===== src/rtl/alu_pkg.sv =====
// alu_pkg: opcode and FSM state types shared by the sequential ALU.
package alu_pkg;
    typedef enum logic [3:0] {
        OP_INC_A, OP_INC_B, OP_PASS_A, OP_PASS_B,
        OP_DEC_A, OP_MUL,   OP_ADD,    OP_SUB,
        OP_NEG_A, OP_NEG_B, OP_AND,    OP_OR,
        OP_XOR,   OP_XNOR,  OP_NAND,   OP_NOR
    } alu_op_e;
    typedef enum logic [0:0] {ST_IDLE, ST_MUL} alu_state_e;
endpackage


===== src/rtl/alu_seq_if.sv =====
// alu_seq_if: command and result handshake bundle for alu_seq.
interface alu_seq_if #(
    parameter int W = 8
);
    logic           in_valid, in_ready;
    logic [W-1:0]   a, b;
    logic [3:0]     sel;
    logic           out_valid, out_ready;
    logic [2*W-1:0] y;
    logic           zero, carry, busy;
    modport master (
        output in_valid, a, b, sel, out_ready,
        input  in_ready, out_valid, y, zero, carry, busy
    );
    modport slave (
        input  in_valid, a, b, sel, out_ready,
        output in_ready, out_valid, y, zero, carry, busy
    );
endinterface


===== src/rtl/alu_mul_seq.sv =====
// alu_mul_seq: iterative shift-add multiplier; done_o and prod_o present the
// final iteration combinationally so the caller can register it on that edge.
module alu_mul_seq #(
    parameter int W = 8
) (
    input  logic           clk,
    input  logic           rst,
    input  logic           start_i,
    input  logic [W-1:0]   a_i,
    input  logic [W-1:0]   b_i,
    output logic           done_o,
    output logic [2*W-1:0] prod_o
);
    localparam int CW = $clog2(W);
    logic [2*W-1:0] mcand_q, acc_q, acc_d;
    logic [W-1:0]   mplier_q;
    logic [CW-1:0]  cnt_q;
    logic           run_q;

    assign acc_d  = mplier_q[0] ? acc_q + mcand_q : acc_q;
    assign done_o = run_q && cnt_q == CW'(W - 1);
    assign prod_o = acc_d;

    always_ff @(posedge clk or posedge rst) begin
        if (rst) begin
            mcand_q  <= '0;
            mplier_q <= '0;
            acc_q    <= '0;
            cnt_q    <= '0;
            run_q    <= 1'b0;
        end else if (start_i) begin
            mcand_q  <= {{W{1'b0}}, a_i};
            mplier_q <= b_i;
            acc_q    <= '0;
            cnt_q    <= '0;
            run_q    <= 1'b1;
        end else if (run_q) begin
            mcand_q  <= mcand_q << 1;
            mplier_q <= mplier_q >> 1;
            acc_q    <= acc_d;
            cnt_q    <= cnt_q + 1'b1;
            run_q    <= !done_o;
        end
    end
endmodule


===== src/rtl/alu_seq.sv =====
// alu_seq: handshaked ALU; single-cycle ops register in one edge, MUL runs
// through alu_mul_seq while the command side is held off.
module alu_seq
    import alu_pkg::*;
#(
    parameter int W = 8
) (
    input logic      clk,
    input logic      rst,
    alu_seq_if.slave io
);
    logic [2*W-1:0] a2, b2, res, prod, y_q, y_d;
    logic           res_c, accept, start, mul_done;
    logic           ov_q, ov_d, zero_q, zero_d, carry_q, carry_d;
    alu_op_e        op;
    alu_state_e     state_q, state_d;

    assign op          = alu_op_e'(io.sel);
    assign a2          = {{W{1'b0}}, io.a};
    assign b2          = {{W{1'b0}}, io.b};
    assign io.in_ready = !rst && state_q == ST_IDLE && (!ov_q || io.out_ready);
    assign accept      = io.in_valid && io.in_ready;
    assign start       = accept && op == OP_MUL;
    assign io.out_valid = ov_q;
    assign io.y        = y_q;
    assign io.zero     = zero_q;
    assign io.carry    = carry_q;
    assign io.busy     = state_q == ST_MUL;

    alu_mul_seq #(.W(W)) u_mul (
        .clk    (clk),
        .rst    (rst),
        .start_i(start),
        .a_i    (io.a),
        .b_i    (io.b),
        .done_o (mul_done),
        .prod_o (prod)
    );

    // Carry of add-type ops is bit W of the zero-extended 2W-bit sum.
    always_comb begin
        res   = '0;
        res_c = 1'b0;
        case (op)
            OP_INC_A:  begin res = a2 + 1'b1; res_c = res[W]; end
            OP_INC_B:  begin res = b2 + 1'b1; res_c = res[W]; end
            OP_PASS_A: res = a2;
            OP_PASS_B: res = b2;
            OP_DEC_A:  begin res = a2 - 1'b1; res_c = io.a == '0; end
            OP_MUL:    res = '0;
            OP_ADD:    begin res = a2 + b2; res_c = res[W]; end
            OP_SUB:    begin res = a2 - b2; res_c = io.a < io.b; end
            OP_NEG_A:  res = ~a2 + 1'b1;
            OP_NEG_B:  res = ~b2 + 1'b1;
            OP_AND:    res = a2 & b2;
            OP_OR:     res = a2 | b2;
            OP_XOR:    res = a2 ^ b2;
            OP_XNOR:   res = ~(a2 ^ b2);
            OP_NAND:   res = ~(a2 & b2);
            OP_NOR:    res = ~(a2 | b2);
        endcase
    end

    always_comb begin
        state_d = start ? ST_MUL : state_q;
        y_d     = y_q;
        zero_d  = zero_q;
        carry_d = carry_q;
        ov_d    = ov_q && !io.out_ready;
        if (accept && op != OP_MUL) begin
            y_d     = res;
            zero_d  = res == '0;
            carry_d = res_c;
            ov_d    = 1'b1;
        end
        if (state_q == ST_MUL && mul_done) begin
            y_d     = prod;
            zero_d  = prod == '0;
            carry_d = 1'b0;
            ov_d    = 1'b1;
            state_d = ST_IDLE;
        end
    end

    always_ff @(posedge clk or posedge rst) begin
        if (rst) begin
            state_q <= ST_IDLE;
            y_q     <= '0;
            zero_q  <= 1'b0;
            carry_q <= 1'b0;
            ov_q    <= 1'b0;
        end else begin
            state_q <= state_d;
            y_q     <= y_d;
            zero_q  <= zero_d;
            carry_q <= carry_d;
            ov_q    <= ov_d;
        end
    end
endmodule


===== src/flat_wrapper.sv =====
// flat-port wrapper written by rule: the top's interface ports become plain ports
module alu_seq_flat import alu_pkg::*;
#(
    parameter int W = 8
)
  (clk, rst, io_in_valid, io_a, io_b, io_sel, io_out_ready, io_in_ready, io_out_valid, io_y, io_zero, io_carry, io_busy);
  alu_seq_if #(.W(W)) io_i ();
  input logic clk;
  input logic rst;
  input wire logic [$bits(io_i.in_valid)-1:0] io_in_valid;
  input wire logic [$bits(io_i.a)-1:0] io_a;
  input wire logic [$bits(io_i.b)-1:0] io_b;
  input wire logic [$bits(io_i.sel)-1:0] io_sel;
  input wire logic [$bits(io_i.out_ready)-1:0] io_out_ready;
  output wire logic [$bits(io_i.in_ready)-1:0] io_in_ready;
  output wire logic [$bits(io_i.out_valid)-1:0] io_out_valid;
  output wire logic [$bits(io_i.y)-1:0] io_y;
  output wire logic [$bits(io_i.zero)-1:0] io_zero;
  output wire logic [$bits(io_i.carry)-1:0] io_carry;
  output wire logic [$bits(io_i.busy)-1:0] io_busy;
  assign io_i.in_valid = io_in_valid;
  assign io_i.a = io_a;
  assign io_i.b = io_b;
  assign io_i.sel = io_sel;
  assign io_i.out_ready = io_out_ready;
  assign io_in_ready = io_i.in_ready;
  assign io_out_valid = io_i.out_valid;
  assign io_y = io_i.y;
  assign io_zero = io_i.zero;
  assign io_carry = io_i.carry;
  assign io_busy = io_i.busy;
  alu_seq #(.W(W)) u_core (.clk(clk), .rst(rst), .io(io_i));
endmodule

===== config.mk =====
export PLATFORM = sky130hd
export DESIGN_NAME = alu_seq_flat
export DESIGN_NICKNAME = d
export VERILOG_FILES = /design/src/rtl/alu_pkg.sv /design/src/rtl/alu_seq_if.sv /design/src/rtl/alu_mul_seq.sv /design/src/rtl/alu_seq.sv /design/src/flat_wrapper.sv
export SDC_FILE = /design/constraint.sdc
export NUM_CORES = 1
export LEC_CHECK = 0
export ABC_AREA = 1
export ABC_CLOCK_PERIOD_IN_PS = 3000
export BUFFER_PORTS_ARGS = -buffer_cell sky130_fd_sc_hd__buf_4
export CAP_MARGIN = 5
export CELL_PAD_IN_SITES_DETAIL_PLACEMENT = 1
export CELL_PAD_IN_SITES_GLOBAL_PLACEMENT = 2
export CORE_UTILIZATION = 29
export DETAILED_ROUTE_END_ITERATION = 7
export GPL_TIMING_DRIVEN = 0
export PLACE_DENSITY_LB_ADDON = 0.08
export SYNTH_ARGS = -nofsm -noshare
export SYNTH_HDL_FRONTEND = slang
export SYNTH_SLANG_ARGS = --single-unit
export TNS_END_PERCENT = 5

===== constraint.sdc =====
create_clock -name clk -period 3 [get_ports clk]
set_input_delay 0.3 -clock clk [delete_from_list [all_inputs] [get_ports clk]]
set_output_delay 0.3 -clock clk [all_outputs]
set_load 0.005 [all_outputs]

Yosys cells after proc, flatten, opt, wreduce, memory -nomap -nowiden

Index checks and enable logic that the tools add are counted.

$add $sub $neg: 9
Magnitude comparators: 1
Equality and inequality tests: 17
Multiplexer cells: 23
Bitwise logic cells: 9
Reductions and logical operators: 20

Operators by type and width:

| cell                  | number |
|---|---|
| $pmux 16 s16          | 1 |
| $mux 16               | 7 |
| $not 16->16           | 3 |
| $add 16x1->16 const B | 2 |
| $eq 4x4->1 const B    | 8 |
| $logic_not 16->1      | 2 |
| $not 8->16            | 2 |
| $add 8x1->9 const B   | 2 |
| $add 16x16->16        | 1 |
| $eq 4x3->1 const B    | 4 |
| $mux 8                | 2 |
| $mux 1                | 10 |
| $add 8x8->9           | 1 |
| $sub 8x1->9 const B   | 1 |
| $sub 8x8->9           | 1 |
| $and 8x8->8           | 1 |
| $eq 4x2->1 const B    | 2 |
| $logic_and 1x1->1     | 8 |
| $logic_not 8->1       | 1 |
| $lt 8x8->1            | 1 |
| $or 8x8->8            | 1 |
| $xor 8x8->8           | 1 |
| $mux 3                | 2 |
| $reduce_bool 2->1     | 3 |
| other kinds (9)       | 12 |

Flip-flop bits (word level): 64
Bits of input ports: 24
Output and inout port bits: 21
Word-level logic and storage cells: 89

Longest topological paths before layout

Depth after elaboration: 7
Gate-level depth with buffers: 21
Depth with buffers taken out: 21

Hierarchy

From an unflattened synthesis, not the netlist that was laid out.

Cells, all modules: 1023
Area total of the unflattened synthesis: 6402.4 µm²

By module, submodules not included:

| module      | times used | cells an instance | area an instance (µm²) | seq. area each (µm²) |
|---|---|---|---|---|
| alu_seq     | 1          | 635               | 3519.6                 | 500.5 |
| alu_mul_seq | 1          | 388               | 2882.8                 | 1101.1 |

Worst setup path after synthesis

OpenSTA, ideal clock, no wires.

Kind: input to register
Start: in io_a[3]
End: reg u_core.zero_q, in the netlist u_core.io.zero
Library setup time: 0.066 ns
Arrival time: 2.180 ns
Data required time: 2.934 ns
Slack: 0.755 ns
Cell stages on the path: 19
Buffers on the path: 2
Path through: clkbuf_1 > inv_1 > ha_1 > buf_2 > inv_1 > nand3_1 > nand2_1 > nand4_1 > nand3_1 > nand2_1 > inv_1 > o21ai_0 > nor2_1 > nand3_1 > nor2_1 > nand2_1 > nand2_1 > nand2_1 > nand2_1

Longest elaborated chain between the ends: 6
Elaborated cells on any way between the ends: 16
Classes of those cells: 5 x add/sub; 3 x mux; 7 x bitwise; 1 x reduce/logical

RTL lines:

| item                                  | RTL line           | text |
|---|---|---|
| start: declaration                    | flat_wrapper.sv:11 | `input wire logic [$bits(io_i.a)-1:0] io_a;` |
| $not 8->16 (tied with other cells)    | alu_seq.sv:53      | `OP_NEG_A: res = ~a2 + 1'b1;` |
| $add 16x1->16 (tied with other cells) | alu_seq.sv:53      |  |
| $pmux 16 s16 (*)                      | alu_seq.sv:44      | `case (op)` |
| $logic_not 16->1 (*)                  | alu_seq.sv:72      | `zero_d = res == '0;` |
| $mux 1 (*)                            | alu_seq.sv:70      | `if (accept && op != OP_MUL) begin` |
| $mux 1 (*)                            | alu_seq.sv:76      | `if (state_q == ST_MUL && mul_done) begin` |
| end signal: assignment                | alu_seq.sv:95      | `zero_q <= zero_d;` |
| end: declaration                      | alu_seq.sv:14      | `logic ov_q, ov_d, zero_q, zero_d, carry_q, carry_d;` |

Every way passes the cells marked *; elsewhere a longest branch is shown, timed or not. The select of a mux whose other input is x is not followed.
A chain may end at the register's enable or synchronous reset.

Final worst setup path

Start: reg u_core.u_mul.mcand_q[0]
End: reg u_core.zero_q, in the netlist u_core.io.zero

Longest elaborated chain between the ends: 4

RTL lines:

| item                     | RTL line          | text |
|---|---|---|
| start: declaration       | alu_mul_seq.sv:15 | `logic [2*W-1:0] mcand_q, acc_q, acc_d;` |
| start signal: assignment | alu_mul_seq.sv:32 | `mcand_q <= {{W{1'b0}}, a_i};` |
| start signal: assignment | alu_mul_seq.sv:38 | `mcand_q <= mcand_q << 1;` |
| $add 16x16->16           | alu_mul_seq.sv:20 | `assign acc_d = mplier_q[0] ? acc_q + mcand_q : acc_q;` |
| $mux 16                  | alu_mul_seq.sv:20 |  |
| $logic_not 16->1         | alu_seq.sv:78     | `zero_d = prod == '0;` |
| $mux 1                   | alu_seq.sv:76     |  |

No other way between the ends.

==> impl_metrics.py <==
metrics = {
    "yosys": {
        "synth_adder_area_share": 0.106,
        "synth_fp_nets": 1034,
        "yosysUniqueCellTypes": 42,
        "syn_area_mm2": 0.00613,
        "synthCells": 960,
        "yosysWarnings": 0,
        "synthMuxAreaShare": 0.00163,
        "ys_ff_latch": 64,
        "avgSynthCellArea_um2": 6.38,
        "synth_top_family_by_area": "simple AND/OR/NAND/NOR gates",
        "yosys.area_share.simple": 0.373,
        "ys_seq_area_frac": 0.261,
        "synth-xor-area-share": 0.0157,
        "synth_compound_area_frac": 0.144,
    },
    "placed_design": {
        "placedInstanceArea_mm2": 0.00680,
        "port_buffers": 44,
        "gp_congestion": 0.836,
        "dpl.hpwl_mm": 20.1,
    },
    "setup_path": {
        "cp_data_arrival_time_ps": 3010,
        "critPathCaptureType": "flip-flop",
        "crit_required_ps": 3270,
        "start_kind": "flip-flop",
        "path_max_fanout": 4,
        "crit_type": "reg2reg",
    },
    "cells_and_area": {
        "multi_input_area_mm2": 0.00392,
        "design_area_mm2": 0.00710,
        "final_common_cell": "nand2_1",
        "fillers": 2703,
        "drive_above_1_share": 0.103,
        "seq_area_mm2": 0.00160,
        "antenna_cells": 0,
        "area_growth_pct": 15.8,
        "nNetsFinal": 1088,
        "final_cell_mix": "271 x nand2_1, 118 x inv_1, 106 x nor2_1",
    },
    "power": {
        "power_density_mw_per_mm2": 662,
        "combinationalPowerShare": 0.472,
        "share_seq_of_total_power": 0.303,
        "sw_frac_of_total": 0.437,
        "p_sw_w": 0.00206,
        "clkPwrFrac": 0.225,
        "leakage_nw": 3.59,
        "vdd_drop_max_mv": 0.259,
        "intPower_w": 0.00264,
    },
    "sta": {
        "hold_viol": 0,
        "fmax_mhz": 365,
        "setup_viol": 0,
        "whs_ps": 126,
        "setup_tns_ps": 0,
        "fin_crit_sh": 0.913,
        "relSlewSlack": 0.452,
        "skew_ps": 4.94,
        "timing.final.crit_period_ps": 2740,
        "worstMarginPinSlew_ps": 821,
        "finalMaxSlewViolations": 0,
        "rsz0062_at_grt": "false",
    },
    "job": {
        "drv_cap": 0,
    },
    "floorplanning": {
        "dieArea_mm2": 0.0217,
        "die_y_um": 147,
        "die_w_um": 147,
        "pin_count": 45,
        "core.rowCount": 52,
        "coreArea_mm2": 0.0205,
        "start_util": 0.299,
    },
    "routing": {
        "wl_met3_um": 288,
        "via_count": 6475,
        "wl_met2_mm": 12.7,
        "drcViolationCount": 0,
        "highest_layer": "met4",
        "m1WireLength_mm": 11.0,
        "antenna_left": 0,
        "post_drt_via_cell_ratio": 5.02,
        "first_pass_iters": 4,
        "detail_route.wl_per_cell_um": 19.0,
        "drt-initial-drc-count": 292,
        "routed_wl_mm": 24.4,
    },
    "cts": {
        "htreeDepth": 3,
        "path_clk_slew_ps": 60,
        "hold_buffers": 0,
        "cts-root-buf": "clkbuf_16",
        "clkSinkCount": 64,
        "cts_tree": "done",
        "clockBufferDepth": 2,
        "cts_buffers": 9,
        "clock_latency_ps": 330,
    },
    "global_route": {
        "grt_max_degree": 65,
        "gr-usage-all-layers": 0.231,
        "overflow": 0,
        "grt_antenna_before_repair": 0,
        "grt_pass1_wl_mm": 38.2,
        "grt_pass1_vias": 6745,
    },
    "min_path": {
        "hold_class": "in2async",
    },
    "status": {
        "status": "finished clean",
    },
}
power groups by stage:
stage	clock network, W	logic (W)	registers [W]
2_1_floorplan	0	0.00142	0.00137
3_5_place_dp	0	0.00223	0.00144
6_report	0.00106	0.00222	0.00142
5_1_grt	0.00111	0.00251	0.00147
4_1_cts	0.00107	0.00225	0.00143
3_3_place_gp	0	0.00222	0.00144
Yosys cell counts:
master	count	share of area
a21o_1	1	0.0012
inv_1	119	0.073
mux2i_1	1	0.0016
o31ai_1	1	0.0012
a22o_1	2	0.0029
nand3_1	98	0.080
nand3_2	2	0.0033
a31oi_1	2	0.0020
nor4_1	2	0.0020
o211ai_1	18	0.022
dfrtp_1	64	0.26
nand4_1	21	0.021
o21ai_1	5	0.0041
or2_2	6	0.0061
nor2_2	8	0.0082
nor3_1	9	0.0073
xnor2_1	3	0.0043
xor2_1	8	0.011
fa_1	3	0.0098
or2_0	1	0.0010
o21a_1	2	0.0024
o21bai_1	1	0.0012
buf_6	3	0.0055
o21ai_0	55	0.045
a21oi_1	28	0.023
o21ai_2	1	0.0014
nand2_1	271	0.17
inv_2	5	0.0031
ha_1	47	0.096
buf_1	1	0.00061
a22oi_1	6	0.0073
o311ai_0	1	0.0014
buf_2	9	0.0073
or2_1	1	0.0010
o221ai_1	9	0.013
clkinv_1	4	0.0024
a221oi_1	1	0.0014
nand2_2	8	0.0082
clkbuf_1	11	0.0067
nor2_1	106	0.065
nor2_4	2	0.0037
o22ai_1	14	0.014
worst max-delay path, cell delays in order, from the launching register on:
cell	delay, ps
dfrtp_1	420
ha_1	240
fa_1	470
nand3_1	130
nand3_1	110
nand2_1	80
nand2_1	80
xor2_1	150
o21ai_1	380
nand4_1	150
nor2_1	160
nand3_1	120
nand2_1	80
nand2_1	50
nand2_1	50
kinds of logic after synthesis:
kind of cell / Yosys count
DFF: 64
muxes: 1
adders and majority gates: 50
AOI/OAI and AO/OA: 147
xor gates and xnor gates: 11
buffers and inverters: 152
and+or+nand+nor: 535
final timing paths:
kind / start / end / slack (ps) / cells after the start
min in group clk: io_out_ready / u_core.io.out_valid / 160 / 2
max in group asynchronous: rst / u_core.io.y[11] / 2310 / 2
worst min-delay path: rst / u_core.u_mul.run_q / 130 / 2
worst min register to register: u_core.io.y[0] / u_core.io.y[0] / 480 / 2
worst max-delay path: u_core.u_mul.mcand_q[0] / u_core.io.zero / 260 / 14
worst max register to register: u_core.u_mul.mcand_q[0] / u_core.io.zero / 260 / 14
registers in the layout, summed over array words and instances (netlist names):
name	flops
u_core.io.busy	1
u_core.u_mul.cnt_q	3
u_core.io.out_valid	1
u_core.u_mul.mcand_q	16
u_core.io.carry	1
u_core.io.y	16
u_core.io.zero	1
u_core.u_mul.acc_q	16
u_core.u_mul.run_q	1
u_core.u_mul.mplier_q	8
stage by stage:
step | util | setup slack [ps] | total power, W | cells
4_1_cts | 0.346 | 128 | 0.00475 | 1290
3_5_place_dp | 0.332 | -160 | 0.00367 | 1274
6_report | 0.346 | 261 | 0.00470 | 1289
2_1_floorplan | - | 755 | 0.00278 | 960
3_3_place_gp | 0.332 | -192 | 0.00365 | 1274
5_1_grt | 0.346 | 13.9 | 0.00509 | 1289
repair_timing:
item,in CTS,in global routing
setup buffers,0,0
endpoints found under the setup margin,1,1
gates resized for setup,1,2
metal layers:
layer,global-route usage,vias to the layer above
met5,0,-
met4,0.0660,0
met3,0.0173,23
met2,0.436,65
met1,0.279,3126
li1,-,3261
final cells by class:
cell class | count | share of cell area
Timing Repair Buffer | 44 | 0.0465
Clock buffer | 11 | 0.0342
Clock inverter | 5 | 0.00793
Buffer | 23 | 0.0169
Sequential cell | 64 | 0.226
Inverter | 128 | 0.0686
Multi-Input combinational cell | 744 | 0.553
Tap cell | 270 | 0.0476
Note: power is estimated with default switching activity, not from simulation.
